==> src/rtl/md5_digest_check.sv <==
// Final MD5 stage: adds the IVs, byte-orders the digest, compares it to the target and latches the first match.
// Ports: clk, reset, en, in_valid, a_in..d_in, target_hash, match_clear -> digest, digest_valid, match, match_multi, match_index, hash_count.
module md5_digest_check #(
  parameter int IDX_W = 32
) (
  input  logic             clk,
  input  logic             reset,
  input  logic             en,
  input  logic             in_valid,
  input  logic [31:0]      a_in,
  input  logic [31:0]      b_in,
  input  logic [31:0]      c_in,
  input  logic [31:0]      d_in,
  input  logic [127:0]     target_hash,
  input  logic             match_clear,
  output logic [127:0]     digest,
  output logic             digest_valid,
  output logic             match,
  output logic             match_multi,
  output logic [IDX_W-1:0] match_index,
  output logic [IDX_W-1:0] hash_count
);

  localparam logic [31:0] IV_A = 32'h67452301;
  localparam logic [31:0] IV_B = 32'hefcdab89;
  localparam logic [31:0] IV_C = 32'h98badcfe;
  localparam logic [31:0] IV_D = 32'h10325476;

  function automatic logic [31:0] bswap(input logic [31:0] w);
    return {w[7:0], w[15:8], w[23:16], w[31:24]};
  endfunction

  logic [31:0]      s1_a;
  logic [31:0]      s1_b;
  logic [31:0]      s1_c;
  logic [31:0]      s1_d;
  logic             s1_valid;
  logic [IDX_W-1:0] s1_tag;
  logic [127:0]     canon;
  logic             hit;

  assign canon = {bswap(s1_a), bswap(s1_b),
                  bswap(s1_c), bswap(s1_d)};

  assign hit = en && s1_valid &&
               (canon == target_hash);

  // Stage 1/2 datapath and candidate counter.
  always_ff @(posedge clk) begin
    if (reset) begin
      s1_a         <= '0;
      s1_b         <= '0;
      s1_c         <= '0;
      s1_d         <= '0;
      s1_valid     <= 1'b0;
      s1_tag       <= '0;
      digest       <= '0;
      digest_valid <= 1'b0;
      hash_count   <= '0;
    end else if (en) begin
      s1_a         <= a_in + IV_A;
      s1_b         <= b_in + IV_B;
      s1_c         <= c_in + IV_C;
      s1_d         <= d_in + IV_D;
      s1_valid     <= in_valid;
      s1_tag       <= hash_count;
      digest       <= canon;
      digest_valid <= s1_valid;
      if (in_valid)
        hash_count <= hash_count + IDX_W'(1);
    end
  end

  // Sticky match latch; a hit wins over a simultaneous clear.
  always_ff @(posedge clk) begin
    if (reset) begin
      match       <= 1'b0;
      match_multi <= 1'b0;
      match_index <= '0;
    end else if (hit) begin
      if (!match || match_clear) begin
        match       <= 1'b1;
        match_multi <= 1'b0;
        match_index <= s1_tag;
      end else begin
        match_multi <= 1'b1;
      end
    end else if (match_clear) begin
      match       <= 1'b0;
      match_multi <= 1'b0;
    end
  end

endmodule

==> config.mk <==
export PLATFORM = sky130hd
export DESIGN_NAME = md5_digest_check
export DESIGN_NICKNAME = d
export VERILOG_FILES = /design/src/rtl/md5_digest_check.sv
export SDC_FILE = /design/constraint.sdc
export NUM_CORES = 1
export LEC_CHECK = 0
export ABC_CLOCK_PERIOD_IN_PS = 2700
export CAP_MARGIN = 25
export CORE_AREA = 4 4 190 192
export CTS_CLUSTER_SIZE = 8
export DETAILED_ROUTE_END_ITERATION = 7
export DIE_AREA = 0 0 194 196
export GPL_TIMING_DRIVEN = 0
export PLACE_DENSITY = 0.84
export SLEW_MARGIN = 25
export SYNTH_ARGS = -nofsm -noshare
export SYNTH_HDL_FRONTEND = slang
export SYNTH_SLANG_ARGS = --single-unit
==> constraint.sdc <==
create_clock -name clk -period 2.7 [get_ports clk]
set_input_delay 0.54 -clock clk [delete_from_list [all_inputs] [get_ports clk]]
set_output_delay 0.54 -clock clk [all_outputs]
set_load 0.05 [all_outputs]
Yosys cells after proc, flatten, opt, wreduce, memory -nomap -nowiden
Index checks and enable logic that the tools add are counted.

Bits in registers: 356. Memories kept: 0. Bits in read-only memories: 0. Output and inout bits: 195. Bits in writable memories: 0. Input bits: 261. Bits in latches: 0.

Equal/unequal tests: 2. Reductions and logical operators: 8. Bitwise operators: 0. $lt $le $gt $ge: 0. Add/subtract/negate cells: 5. Div/mod/pow operators: 0. Shift-type cells: 0. Muxes and demuxes: 5. $mul: 0.

Operators by type and width (count): $eq 128x128->1 (1); $add 32x32->32 const B (2); $add 32x1->32 const B (1); $add 32x29->32 const B (1); $add 32x31->32 const B (1); $reduce_and 2->1 (3); $mux 1 (5); $logic_and 1x1->1 (2); $ne 2x1->1 const B (1); $reduce_bool 2->1 (1); $logic_not 1->1 (1); $logic_or 1x1->1 (1).

Longest topological paths before layout
Depth after elaboration: 4. Depth in mapped cells: 9. Mapped depth without buffers: 9.

Worst setup path after synthesis
OpenSTA, ideal clock, no wires.

Kind: input -> register. Start: in d_in[1]. End: reg s1_d[31]. Stages on the path: 9. Path slack: 0.303 ns. Setup time: 0.091 ns. Arrival time: 2.306 ns. Buffers on the path: 0. Cells stage by stage: inv_1 ha_1 nand2b_1 a21oi_1 o2111ai_1 a31oi_2 a31oi_1 or3_1 a311oi_1.

Longest elaborated chain between the ends: 1.

RTL lines: start, declared (line 13) `input logic [31:0] d_in,`; $add 32x29->32 (line 64) `s1_d <= d_in + IV_D;`; end signal, assigned (line 64); end, declared (line 36) `logic [31:0] s1_d;`.

No other way between the ends. A chain may end at the register's enable or synchronous reset.

Worst setup path in the final report
Start: reg s1_b[22]. End: reg match_index[3].

Longest elaborated chain between the ends: 3.

RTL lines: start, declared (line 34) `logic [31:0] s1_b;`; start signal, assigned (line 62) `s1_b <= b_in + IV_B;`; $eq 128x128->1 (line 46) `(canon == target_hash);`; $logic_and 1x1->1 (line 45) `assign hit = en && s1_valid &&`; $reduce_and 2->1 (no line); end signal, assigned (line 84) `match_index <= s1_tag;`; end, declared (line 20) `output logic [IDX_W-1:0] match_index,`.

No other way between the ends.

==> results by group <==
Setup path
  • Crit end category: register
  • Critical Path Max Stage Delay: 0.61 ns
  • Data required time of the worst path: 3.12 ns
  • Buf/Inv on CP: 2
  • Startpoint types: register
  • CP max FO: 10
  • Crit path max-delay cell type: or4_4
  • Arrival time worst endpoint: 3.04 ns
  • CP cell instances: xor2_2 -> nor4_4 -> nand4_1 -> buf_4 -> or4_4 -> buf_6 -> o31ai_4 -> a21oi_1
  • Critical path depth: 8
  • R2r worst-path depth: 8
  • WS Path Type: reg2reg
  • Crit path max-delay family: simple AND/OR/NAND/NOR gates

Placement
  • I/O Buffers: 454
  • Hpwl dp: 57470 µm
  • Placed Cells incl. Taps: 2784
  • Final GP Congestion: 0.9847

Drt
  • Wire length per cell: 25.32 µm
  • Post-route ant nets: 0
  • Final wirelength: 72740 µm
  • Via density: 5.872
  • DR DRC count: 0
  • Router iterations before antenna repair: 6
  • 1st-iter DRT viols: 1341
  • Routed vias: 16870

Power and ir drop
  • Max VDD drop: 0.0005097 V
  • Net switching power: 3884 µW
  • PD cells: 580.2 nW/µm²
  • Switching Share: 28.47%
  • Clock power share: 40.5%
  • Combinational power share: 17.1%
  • Total power: 13640 µW
  • Leakage Power: 0.009081 µW
  • Flop pwr share: 42.4%
  • Internal power: 9758 µW

Timing
  • Achievable Freq: 0.3816 GHz
  • Tcrit/Tclk final: 97.07%
  • RSZ-0062 raised after global routing: no
  • Post-Route Skew: 0.01339 ns
  • Final hold viol count: 0
  • Slew of the pin with the lowest slew margin: 1.045 ns
  • # setup viols final: 0
  • Minimum clock period after layout: 2.621 ns
  • Final Slew Violations: 0
  • Headroom to the max-slew limit: 30.31%

Floorplanning
  • Die Height: 196 µm
  • Top-Level Pins: 456
  • Die Area: 38020 µm²
  • Initial core utilization: 48.56%
  • Core region area: 34370 µm²
  • Num rows: 68
  • Die W: 194 µm

Worst hold path
  • Hold Path Class: reg2reg
  • WHS Path Cells: 2

Yosys
  • Netlist cell types: 68
  • Synth top area cells: dfxtp_1, mux2i_1, nor2_1, xor2_1, xnor2_1
  • Top FF cell, synth: dfxtp_1
  • Post-synth EDFFs: 0
  • FFs w/ async S/R, synth: 0%
  • Seq/Total Area, Yosys: 42.70%
  • Post-synth net total: 2141
  • Yosys top cell by area: dfxtp_1
  • Post-synthesis cell area: 16690 µm²
  • Syn Inst Count: 1875
  • Synthesis-stage register bit count: 356
  • Yosys top cell area share: 42.70%
  • Yosys warning count: 0
  • Synth Area per Inst: 8.902 µm²

Clocking
  • Clock root buffer: clkbuf_16
  • CTS tree: built
  • Clock-pin slew on the worst setup and hold paths: 0.05 ns
  • Num Clock Sinks: 356
  • Clock Latency Late Sink: 0.56 ns
  • H-Tree Depth: 2
  • Max Buffers Root-to-Sink: 3
  • CTS buffer count: 50

GRT
  • Largest net degree at the start of global routing: 14
  • Vias in the first global route: 16620
  • GR Overflow Total: 0
  • First-pass GRT wire length: 104000 µm
  • Initial antenna violation count: 32
  • GRT Total Usage: 35.82%

Layout
  • Final Non-Filler Cells: 2873
  • Share of layout cells above drive strength 1: 5.895%
  • Final nets: 2654
  • Syn-to-layout area delta: 40.87%

Outcome
  • Outcome: finished clean

Run
  • Max_cap viols: 0
-- worst paths after layout --
check	startpoint	to	slack [ns]
max reg2reg	s1_b[22]	match_index[3]	0.08
max	s1_b[22]	match_index[3]	0.08
min reg2reg	match_index[29]	match_index[29]	0.46
min	match_index[29]	match_index[29]	0.46
-- per-layer routing --
metal | global-route usage (%) | vias up | routed length (µm)
met5 | 0 | - | 150
met3 | 9.926 | 239 | 7139
met2 | 59.10 | 975 | 33510
met1 | 41.61 | 8009 | 26840
li1 | - | 7629 | -
met4 | 21.61 | 18 | 5108
-- power by group through the flow --
stage / registers (µW) / logic (µW) / clock network (µW)
after CTS: 5770 / 2280 / 5540
after floorplan: 6040 / 910 / 0
final: 5780 / 2340 / 5520
after detailed placement: 5860 / 2240 / 0
after global routing: 5790 / 2450 / 5750
after global placement: 5860 / 2210 / 0
-- cell type report --
class | count | area [µm²]
antenna | 26 | 65.06
inverter | 54 | 202.7
clock buffer | 53 | 1272
clock inverter | 3 | 33.78
multi-input combinational | 1362 | 9193
tap | 455 | 569.3
buffer | 102 | 440.4
sequential | 356 | 7129
timing repair buffer | 462 | 4607
fill | 2737 | 10860
-- worst register-to-register path, stage by stage, from the launching register on --
cell     delay, ns
dfxtp_2       0.35
xor2_2        0.21
nor4_4        0.42
nand4_1       0.15
buf_4         0.18
or4_4         0.61
buf_6         0.20
o31ai_4       0.25
a21oi_1       0.11
-- per-stage QoR --
stage / hold WS [ns] / setup WS [ns] / util [%] / instance area (µm²) / TNS (ns)
after floorplan: 0.4499 / 0.3032 / - / 16690 / 0
after global placement: 0.4512 / -1.178 / 63.44 / 21800 / -94.89
after detailed placement: 0.4579 / -1.231 / 63.44 / 21810 / -106.72
after CTS: 0.4626 / 0.008410 / 67.76 / 23290 / 0
after global routing: 0.4805 / 0.006197 / 68.35 / 23500 / 0
final: 0.4640 / 0.07912 / 68.40 / 23510 / 0
-- cells by family after synthesis --
| kind of cell | share of synthesized area, % |
|---|---|
| xor gates and xnor gates | 10.23 |
| AOI/OAI and AO/OA | 12.60 |
| buffers and inverters | 3.838 |
| adders and majority gates | 0.3748 |
| DFF | 42.70 |
| and+or+nand+nor | 18.55 |
| muxes | 11.70 |
-- cells in the final DEF (no fill, tap or decap), types with 47 or more instances in the layout --
cell type | synthesis | layout
nand2_1 | 82 | 82
clkbuf_16 | 0 | 50
dfxtp_1 | 356 | 354
inv_1 | 47 | 47
xor2_1 | 130 | 128
clkdlybuf4s50_1 | 0 | 450
xnor2_1 | 65 | 64
nand4_1 | 49 | 49
a211oi_1 | 61 | 61
clkbuf_1 | 67 | 64
mux2i_1 | 194 | 194
nor2_1 | 334 | 334
a21oi_1 | 73 | 70
-- synthesized netlist by cell type, drive strengths merged, types with 4 or more instances --
library cell	n
a31o	4
o2bb2ai	5
or4	9
nor2	334
nand4	49
o22ai	22
and3	9
buf	36
nand2b	12
inv	51
nor3	25
a2111oi	11
dfxtp	356
or3	16
a21oi	74
o21bai	4
nand2	82
o21ai	37
nor2b	39
a211oi	61
a311oi	12
and4	7
xor2	130
o31ai	40
nand3	40
mux2i	194
ha	5
a31oi	8
nor4	25
xnor2	65
and2	9
clkbuf	67
-- timing repair --
action,CTS,global route
setup endpoints to repair,53,38
hold buffers,0,0
pin swaps,6,9
hold endpoints to repair,0,0
buffers inserted,6,2
resized for setup,31,33
-- flip-flops by register name, indices dropped and copies added, names as in the netlist --
register,flops
digest,128
hash_count,32
match_index,32
s1_a,32
s1_b,32
s1_c,32
s1_d,32
s1_tag,32
digest_valid,1
match,1
match_multi,1
s1_valid,1
No activity file was read; power rests on OpenSTA's default activity.
